`config.mk`:
```
export PLATFORM = sky130hd
export DESIGN_NAME = ring_counter_top_2
export DESIGN_NICKNAME = d
export VERILOG_FILES = /design/src/rtl/ring_counter_top_2.sv
export SDC_FILE = /design/constraint.sdc
export NUM_CORES = 1
export LEC_CHECK = 0
export BUFFER_PORTS_ARGS = -buffer_cell sky130_fd_sc_hd__buf_4
export CELL_PAD_IN_SITES_DETAIL_PLACEMENT = 0
export CELL_PAD_IN_SITES_GLOBAL_PLACEMENT = 1
export CORE_UTILIZATION = 25
export CTS_BUF_LIST = sky130_fd_sc_hd__clkbuf_8
export DETAILED_ROUTE_END_ITERATION = 10
export HOLD_SLACK_MARGIN = 0.15
export PLACE_DENSITY = 0.58
export SLEW_MARGIN = 20
export SYNTH_ARGS = -nofsm -noshare
export SYNTH_HDL_FRONTEND = slang
export SYNTH_SLANG_ARGS = --single-unit
export TNS_END_PERCENT = 1
```
`constraint.sdc`:
```
create_clock -name clk_i -period 2.1 [get_ports clk_i]
set_input_delay 0.21 -clock clk_i [delete_from_list [all_inputs] [get_ports clk_i]]
set_output_delay 0.21 -clock clk_i [all_outputs]
set_load 0.02 [all_outputs]
```
`src/rtl/ring_counter_top_2.sv`:
```
// Knight Rider style bouncing ring counter: one lit bit sweeps LSB->MSB->LSB,
// advancing once per DIV clocks. Output is registered.
module ring_counter_top_2 #(
  parameter int unsigned WIDTH = 8,
  parameter int unsigned DIV   = 1
) (
  input  logic             clk_i,
  input  logic             sys_rst_n_i,
  output logic [WIDTH-1:0] counter_o
);

  localparam int unsigned CNT_W = (DIV > 1) ? $clog2(DIV) : 1;
  localparam logic [CNT_W-1:0] CNT_MAX = CNT_W'(DIV - 1);

  typedef enum logic {
    DIR_UP   = 1'b0,
    DIR_DOWN = 1'b1
  } dir_e;

  dir_e             dir_q;
  logic [CNT_W-1:0] cnt_q;
  logic             tick_c;
  logic             onehot_c;

  // Prescaler terminal count and one-hot sanity of the current pattern
  always_comb begin
    tick_c   = (cnt_q == CNT_MAX);
    onehot_c = (counter_o != '0) &&
               ((counter_o & (counter_o - WIDTH'(1))) == '0);
  end

  // Reset input is active-high despite its name; reset wins over any step
  always_ff @(posedge clk_i) begin
    if (sys_rst_n_i) begin
      cnt_q     <= '0;
      counter_o <= WIDTH'(1);
      dir_q     <= DIR_UP;
    end else begin
      cnt_q <= tick_c ? '0 : cnt_q + CNT_W'(1);
      if (tick_c) begin
        if (!onehot_c) begin
          counter_o <= WIDTH'(1);
          dir_q     <= DIR_UP;
        end else if (dir_q == DIR_UP) begin
          if (counter_o[WIDTH-1]) begin
            counter_o <= counter_o >> 1;
            dir_q     <= DIR_DOWN;
          end else begin
            counter_o <= counter_o << 1;
          end
        end else begin
          if (counter_o[0]) begin
            counter_o <= counter_o << 1;
            dir_q     <= DIR_UP;
          end else begin
            counter_o <= counter_o >> 1;
          end
        end
      end
    end
  end

endmodule

```
==> results of run 1 <==
## power by group
| part | total, mW | switching, mW | internal, mW |
|---|---|---|---|
| logic | 0.0937 | 0.0515 | 0.0421 |
| clock network | 0.242 | 0.0775 | 0.165 |
| registers | 0.226 | 0.0248 | 0.201 |
| total | 0.562 | 0.154 | 0.408 |
## stage by stage
step                      utilization [%]  cell area, µm²  instances
after global placement               31.9             651         95
after floorplan                         -             568         63
after global routing                 34.6             706         99
after CTS                            34.6             706         99
final                                34.6             706         99
after detailed placement             31.9             651         95
## sequential cells by signal (all words and copies together) (netlist names)
register / count
dir_q: 1
cnt_q: 1
counter_o: 8
## critical path: cells and delay by family (launching register included)
| kind | cells | cell delay (ps) |
|---|---|---|
| muxes | 1 | 490 |
| AOI/OAI and AO/OA | 1 | 150 |
| and+or+nand+nor | 2 | 720 |
| DFF | 1 | 400 |
## kinds of logic after synthesis
group                    after synthesis  synth area share, %
other                                  1                0.660
adder cells (fa/ha/maj)                1                 1.76
multiplexers                           7                 13.2
buffers and inverters                  5                 4.62
flip-flops                            10                 35.2
XOR/XNOR                               1                 1.54
AO/OA/AOI/OAI                         18                 24.7
AND/OR/NAND/NOR                       20                 18.3
## routing by layer
metal	GRT usage, %	vias up
met5	0	-
met4	7.14	0
met3	2.16	2
met2	17.8	8
met1	17.7	250
li1	-	258
## how the worst max path moves through the flow
stage	startpoint	to	slack, ps	cells past startpoint
floorplan	counter_o[0]	counter_o[0]	300	5
global placement	counter_o[0]	counter_o[6]	230	4
detailed placement	counter_o[0]	counter_o[6]	220	4
CTS	counter_o[0]	counter_o[6]	210	4
global route	counter_o[0]	counter_o[6]	110	4
finish	counter_o[0]	counter_o[6]	200	4
## final cells by class
class / instances / area [µm²]
timing repair buffer: 10 / 75.1
clock buffer: 4 / 55.1
tap: 27 / 33.8
fill: 223 / 1340
multi-input combinational: 48 / 342
sequential: 10 / 200
## cells in the final DEF, fill, tap and decap left out
| master | count |
|---|---|
| o21bai_1 | 1 |
| conb_1 | 1 |
| o41a_1 | 1 |
| nand3b_1 | 2 |
| o41ai_1 | 5 |
| xnor2_1 | 1 |
| maj3_1 | 1 |
| clkbuf_8 | 4 |
| nor2_2 | 1 |
| nor2_1 | 2 |
| a21oi_1 | 2 |
| mux2i_2 | 1 |
| buf_4 | 10 |
| nor2b_1 | 1 |
| mux2i_1 | 5 |
| dfxtp_1 | 10 |
| nor3_1 | 2 |
| or4_1 | 1 |
| nand2b_1 | 2 |
| a211oi_1 | 1 |
| a2111oi_0 | 1 |
| a21o_1 | 1 |
| and2_1 | 1 |
| o21a_1 | 1 |
| o22ai_1 | 2 |
| nand2_1 | 7 |
| o31ai_1 | 2 |
| nand4_1 | 1 |
| o32ai_1 | 1 |
| mux2_2 | 1 |
==> results.py, run 1 <==
metrics = {
    "outcome": {
        "status": "finished, final reports clean",
    },
    "power": {
        "powerDensity_nw_per_um2": 796,
        "p_total_mw": 0.562,
        "leakagePower_nw": 0.264,
        "ir_drop_v": 0.000335,
    },
    "floorplan": {
        "io_pins": 10,
        "initial_utilization_pct": 27.8,
        "die_area_um2": 2470,
        "core_area_um2": 2040,
        "die_x_um": 49.7,
        "core.rowCount": 16,
        "die_h_um": 49.7,
    },
    "hold_path": {
        "min_path_type": "input pin to flop",
        "worstHoldPathCells": 2,
        "hold_path.startpoint": "sys_rst_n_i",
        "worstHoldEndpoint": "counter_o[7]",
    },
    "setup_path": {
        "setup.worst_path.start_class": "flop",
        "max_stage_delay_ps": 570,
        "rr_startpoint": "counter_o[0]",
        "crit_type": "flop to flop",
        "regToRegSetupSlack_ps": 200,
        "rr_worst_depth": 4,
        "arrival_ps": 1990,
        "r2r_end": "counter_o[6]",
        "cp_max_fo": 10,
        "crit_required_ps": 2190,
        "worstPathCellList": "or4_1 > nor2_2 > mux2i_2 > o31ai_1",
        "cp_slowest_cell": "or4_1",
        "endpoint_kind": "flop",
    },
    "clock_tree": {
        "clk_latency_ps": 230,
        "cts_buffer_depth": 2,
        "post_cts_buffers": 0,
        "cts_tree": "built",
        "clk_pin_slew_worst_paths_ps": 50,
        "htreeDepth": 1,
        "cts_buffers": 3,
        "cts_resized": 0,
        "cts.sinks": 10,
        "cts-root-buf": "clkbuf_8",
        "cts_hold_buf": 0,
    },
    "place": {
        "routabilityCongestion": 0.738,
        "hpwl_um": 910,
        "post-place-ws_ps": 222,
        "io_buffer_count": 9,
    },
    "timing": {
        "setup_tns_ps": 0,
        "fin_crit_ps": 1900,
        "hold_ws_ps": 200,
        "grt_setup_unrepaired": "false",
        "finalMaxSlewViolations": 0,
        "layout_setup_ws_ps": 197,
        "fmax_mhz": 526,
        "finalHoldViolCount": 0,
        "slew_headroom_pct": 52.9,
        "setup_viol": 0,
        "worst_slew_pin_slew_ps": 705,
        "min_period_over_period_pct": 90.6,
        "clock_skew_ps": 2.54,
    },
    "cells_and_area": {
        "antenna_cells": 0,
        "nets": 75,
        "drive_gt1_share_pct": 23.6,
        "syn2layout_area_growth_pct": 24.2,
    },
    "drt": {
        "drc": 0,
        "drt-initial-drc-count": 7,
        "met1_length_um": 741,
        "postRouteWirelength_mm": 1.37,
        "vias_per_cell": 5.23,
        "dr.pass1.iters": 3,
        "wl_met2_um": 570,
        "vias": 518,
        "wire_per_inst_um": 13.8,
        "highest_layer": "met4",
        "antenna_left": 0,
        "wl_met3_um": 48,
    },
    "grt": {
        "grt_pass1_vias": 467,
        "gr-total-overflow": 0,
        "grt_pass1_wl_mm": 2.33,
        "antenna_found_initial": 0,
        "grt_usage_pct": 12.6,
        "grt_max_degree": 16,
    },
    "logic_synthesis": {
        "synth.most_common_cell": "dfxtp_1",
        "ys_top_cells_by_count": "dfxtp_1 (10), nand2_1 (7), mux2i_1 (5), o41ai_1 (5), clkbuf_1 (4)",
        "synth.distinct_cells": 30,
        "yosys_most_used_dff": "dfxtp_1",
        "syn_avg_cell_area_um2": 9.02,
        "ys_seq_area_share_pct": 35.2,
        "synthesis.nets": 65,
        "syn_area_um2": 568,
        "yosys.area.top_type": "dfxtp_1",
        "async_flop_share_pct": 0,
        "synth_top_cells_by_area": "dfxtp_1 (35%), mux2i_1 (8.8%), o41ai_1 (7.7%)",
        "yosys_warnings": 0,
        "netlist_instances": 63,
        "ys_ff_latch": 10,
        "synth_edf_count": 0,
        "synth.top_cell.area_share_pct": 35.2,
    },
    "run": {
        "max_cap_violations": 0,
    },
}
Note: power is estimated with default switching activity, not from simulation.
==> run 2, diff against run 1 <==
--- a/config.mk
+++ b/config.mk
@@ -8,11 +8,11 @@
 export BUFFER_PORTS_ARGS = -buffer_cell sky130_fd_sc_hd__buf_4
 export CELL_PAD_IN_SITES_DETAIL_PLACEMENT = 0
 export CELL_PAD_IN_SITES_GLOBAL_PLACEMENT = 1
-export CORE_UTILIZATION = 25
+export CORE_UTILIZATION = 40
 export CTS_BUF_LIST = sky130_fd_sc_hd__clkbuf_8
 export DETAILED_ROUTE_END_ITERATION = 10
 export HOLD_SLACK_MARGIN = 0.15
-export PLACE_DENSITY = 0.58
+export PLACE_DENSITY = 0.82
 export SLEW_MARGIN = 20
 export SYNTH_ARGS = -nofsm -noshare
 export SYNTH_HDL_FRONTEND = slang
==> run 2 against run 1 <==
Against the previous run:
- non-clock buffer count fell by 1
- critical path type unchanged
- register-to-register slack improved by 70 ps
- largest power group is now registers
- sequential share of layout area rose by 1.5 points
- die area fell by 36%
- first-iteration DRC count fell by 14%
==> results.py, run 2 (synthesis results as in run 1) <==
metrics = {
    "outcome": {
        "status": "finished, final reports clean",
    },
    "grt": {
        "grt_pass1_vias": 430,
        "gr-total-overflow": 0,
        "grt_usage_pct": 19.0,
        "antenna_found_initial": 0,
        "grt_pass1_wl_mm": 1.93,
        "grt_max_degree": 16,
    },
    "cells_and_area": {
        "final_common_cell": "dfxtp_1",
        "fill_cells": 120,
        "antenna_cells": 0,
        "regMostFlops": "counter_o",
        "syn2layout_area_growth_pct": 17.8,
        "drive_gt1_share_pct": 21.4,
        "top_regs": "counter_o x8, cnt_q x1, dir_q x1",
        "nets": 74,
        "final_cell_mix": "dfxtp_1 (10), buf_4 (9), nand2_1 (7)",
        "largest_register_ffs": 8,
    },
    "clock_tree": {
        "cts_buffer_depth": 2,
        "clk_latency_ps": 240,
        "cts-root-buf": "clkbuf_8",
        "htreeDepth": 1,
        "clk_pin_slew_worst_paths_ps": 50,
        "cts_buffers": 3,
        "cts_hold_buf": 0,
        "cts.sinks": 10,
        "post_cts_buffers": 0,
        "cts_tree": "built",
        "cts_resized": 0,
    },
    "timing": {
        "fin_crit_ps": 1830,
        "setup_tns_ps": 0,
        "slew_headroom_pct": 54.7,
        "clock_skew_ps": 5.79,
        "grt_setup_unrepaired": "false",
        "min_period_over_period_pct": 87.0,
        "layout_setup_ws_ps": 272,
        "worst_slew_pin_slew_ps": 678,
        "finalHoldViolCount": 0,
        "fmax_mhz": 547,
        "finalMaxSlewViolations": 0,
        "setup_viol": 0,
    },
    "power": {
        "power_frac_seq_pct": 43.7,
        "combPwrFrac_pct": 18.1,
        "p_clk_share_pct": 38.2,
        "leakagePower_nw": 0.251,
        "netSwitchingFraction_pct": 28.3,
        "p_switching_mw": 0.146,
        "powerDensity_nw_per_um2": 768,
        "ir_drop_v": 0.000484,
        "cell_internal_pwr_mw": 0.368,
    },
    "drt": {
        "wire_per_inst_um": 14.6,
        "postRouteWirelength_mm": 1.24,
        "drt-initial-drc-count": 6,
        "dr.pass1.iters": 4,
        "vias_per_cell": 6.05,
        "antenna_left": 0,
        "drc": 0,
        "vias": 514,
    },
    "place": {
        "hpwl_um": 829,
        "routabilityCongestion": 0.776,
        "io_buffer_count": 9,
        "post-place-ws_ps": 293,
    },
    "floorplan": {
        "core_area_um2": 1320,
        "core.rowCount": 13,
        "io_pins": 10,
        "die_x_um": 39.7,
        "initial_utilization_pct": 43.1,
        "die_h_um": 39.7,
        "die_area_um2": 1570,
    },
    "setup_path": {
        "arrival_ps": 1920,
        "endpoint_kind": "flop",
        "setup.worst_path.start_class": "flop",
        "crit_required_ps": 2190,
        "cp_max_fo": 10,
        "crit_type": "flop to flop",
    },
    "hold_path": {
        "min_path_type": "input pin to flop",
    },
    "run": {
        "max_cap_violations": 0,
    },
}
==> run 2: path summary, 6_finish.rpt <==
kind / depth (start not counted) / slack [ps] / startpoint / endpoint
worst min-delay path: 2 / 190 / sys_rst_n_i / counter_o[7]
worst min register to register: 2 / 560 / dir_q / dir_q
worst max register to register: 4 / 270 / counter_o[0] / counter_o[1]
worst max-delay path: 4 / 270 / counter_o[0] / counter_o[1]
==> run 2: final cells by class <==
type / count / area (µm²) / share of cell area (%)
Sequential cell: 10 / 200 / 29.9
Tap cell: 15 / 18.8 / 2.80
Multi-Input combinational cell: 48 / 342 / 51.0
Clock buffer: 3 / 41.3 / 6.17
Timing Repair Buffer: 9 / 67.6 / 10.1
==> run 2: per-stage QoR <==
stage | power, mW | hold slack [ps] | cells | utilization, % | instance area [µm²]
finish | 0.514 | 193 | 85 | 50.8 | 669
global route | 0.539 | 197 | 85 | 50.8 | 669
CTS | 0.519 | 195 | 85 | 50.8 | 669
detailed placement | 0.320 | 443 | 82 | 47.7 | 628
global placement | 0.320 | 441 | 82 | 47.7 | 628
floorplan | 0.296 | 306 | 63 | - | 568
==> run 2: worst max-delay path, stage by stage (launching register included) <==
cell     delay [ps]
dfxtp_1         390
or4_1           560
nor2_2          140
mux2i_2         460
o31ai_1         130
==> run 2: layer usage <==
layer | track usage (%) | vias up | wire length (µm)
met5 | 0 | - | 0
met4 | 5.17 | 0 | 14
met3 | 8.52 | 4 | 67
met2 | 28.3 | 16 | 578
met1 | 24.4 | 240 | 578
li1 | - | 254 | -
==> run 2: power by group through the flow <==
stage	clock, mW	sequential [mW]	combinational [mW]
floorplan	0	0.228	0.0678
global placement	0	0.227	0.0931
detailed placement	0	0.227	0.0934
CTS	0.202	0.224	0.0935
global route	0.211	0.227	0.101
finish	0.196	0.225	0.0930
==> run 3, diff against run 2 <==
--- a/config.mk
+++ b/config.mk
@@ -8,11 +8,11 @@
 export BUFFER_PORTS_ARGS = -buffer_cell sky130_fd_sc_hd__buf_4
 export CELL_PAD_IN_SITES_DETAIL_PLACEMENT = 0
 export CELL_PAD_IN_SITES_GLOBAL_PLACEMENT = 1
-export CORE_UTILIZATION = 40
+export CORE_UTILIZATION = 42
 export CTS_BUF_LIST = sky130_fd_sc_hd__clkbuf_8
 export DETAILED_ROUTE_END_ITERATION = 10
 export HOLD_SLACK_MARGIN = 0.15
-export PLACE_DENSITY = 0.82
+export PLACE_DENSITY = 0.85
 export SLEW_MARGIN = 20
 export SYNTH_ARGS = -nofsm -noshare
 export SYNTH_HDL_FRONTEND = slang
==> run 3 against run 2 <==
Against the previous run:
- critical path type unchanged
- utilization up 7.3 points
- die area is 4.5% lower
- largest power group is now clock
- global-route usage up 1.8 points
- via count increased by 4.5%
- critical endpoint is now counter_o[5]
==> results.py, run 3 (synthesis results as in run 1) <==
metrics = {
    "grt": {
        "met1_usage_pct": 27.0,
        "antenna_found_initial": 0,
        "grtUsageMet2_pct": 30.0,
        "gr-total-overflow": 0,
        "grt.busiest_layer": "met2",
        "grt_pass1_vias": 463,
        "grt_usage_pct": 20.8,
        "grt_use_met3_pct": 5.20,
        "grt_pass1_wl_mm": 2.05,
        "grt_max_degree": 15,
    },
    "cells_and_area": {
        "antenna_cells": 0,
        "final_core_util_pct": 58.1,
        "final_cell_mix": "dfxtp_1 (10), buf_4 (10), nand2_1 (7)",
        "seqCellArea_um2": 200,
        "regMostFlops": "counter_o",
        "nets": 75,
        "fill_cells": 112,
        "multi_input_area_um2": 342,
        "drive_gt1_share_pct": 23.6,
        "stdcell_count": 86,
        "top_regs": "counter_o x8, cnt_q x1, dir_q x1",
        "syn2layout_area_growth_pct": 21.4,
        "largest_register_ffs": 8,
    },
    "floorplan": {
        "die_h_um": 38.8,
        "initial_utilization_pct": 47.9,
        "core.rowCount": 12,
        "die_area_um2": 1500,
        "core_area_um2": 1190,
        "die_x_um": 38.8,
        "io_pins": 10,
    },
    "setup_path": {
        "crit_type": "flop to flop",
        "setup.worst_path.start_class": "flop",
        "endpoint_kind": "flop",
        "crit_required_ps": 2190,
        "cp_max_fo": 10,
        "arrival_ps": 1970,
    },
    "clock_tree": {
        "cts_resized": 0,
        "cts_buffers": 3,
        "clk_latency_ps": 240,
        "post_cts_buffers": 0,
        "cts_buffer_depth": 2,
        "cts_hold_buf": 0,
        "cts_tree": "built",
        "clk_pin_slew_worst_paths_ps": 50,
        "cts-root-buf": "clkbuf_8",
        "cts.sinks": 10,
        "htreeDepth": 1,
    },
    "place": {
        "hpwl_um": 816,
        "routabilityCongestion": 0.783,
        "dpl.cell_count": 82,
        "io_buffer_count": 9,
    },
    "drt": {
        "postRouteWirelength_mm": 1.25,
        "drc": 0,
        "wire_per_inst_um": 14.6,
        "antenna_left": 0,
        "drt-initial-drc-count": 20,
        "dr.pass1.iters": 4,
        "vias_per_cell": 6.24,
        "vias": 537,
    },
    "power": {
        "leakagePower_nw": 0.263,
        "ir_drop_v": 0.000543,
        "powerDensity_nw_per_um2": 809,
    },
    "run": {
        "max_cap_violations": 0,
    },
    "timing": {
        "setup_viol": 0,
        "fin_crit_ps": 1870,
        "clock_skew_ps": 4.09,
        "slew_headroom_pct": 54.4,
        "grt_setup_unrepaired": "false",
        "finalMaxSlewViolations": 0,
        "finalHoldViolCount": 0,
        "min_period_over_period_pct": 89.2,
        "fmax_mhz": 534,
        "setup_tns_ps": 0,
        "worst_slew_pin_slew_ps": 682,
    },
    "hold_path": {
        "min_path_type": "input pin to flop",
    },
    "outcome": {
        "status": "finished, final reports clean",
    },
}
[run 3: changes by cell type in the layout (fill, tap and decap cells not counted), sizes merged]
cell / change
buf: +1
clkbuf: +1
[run 3: final cells by class]
cell class | count | area share (%)
multi-input cells | 48 | 49.5
flip-flops and latches | 10 | 29.0
repair buffers | 10 | 10.9
clock buffers | 4 | 7.99
well taps | 14 | 2.54
[run 3: metal layers]
| metal | share of wire [%] | vias up |
|---|---|---|
| li1 | - | 260 |
| met1 | 48 | 252 |
| met2 | 45 | 20 |
| met3 | 4.4 | 5 |
| met4 | 2.2 | 0 |
| met5 | 0 | - |
[run 3: final timing paths]
check | endpoint | from | slack [ps] | depth (start not counted)
worst max-delay path | counter_o[5] | counter_o[0] | 230 | 4
worst min register to register | dir_q | dir_q | 530 | 2
worst max register to register | counter_o[5] | counter_o[0] | 230 | 4
worst min-delay path | counter_o[7] | sys_rst_n_i | 190 | 2
[run 3: through the flow]
step	setup slack, ps	power, mW	hold WS, ps	cell area (µm²)
6_report	227	0.558	193	689
2_1_floorplan	301	0.296	306	568
5_1_grt	79.3	0.586	193	689
4_1_cts	233	0.564	191	689
3_3_place_gp	291	0.321	436	634
3_5_place_dp	236	0.323	438	634
[run 3: report_power, final]
part | leakage (nW) | internal, mW | switching [mW]
combinational | 0.153 | 0.0432 | 0.0538
clock | 0.0288 | 0.165 | 0.0733
sequential | 0.0814 | 0.201 | 0.0220
[run 3: worst max-delay path, stage by stage, from the launching register on]
cell	delay (ps)
dfxtp_1	390
or4_1	570
nor2_2	150
mux2i_2	480
o41ai_1	140
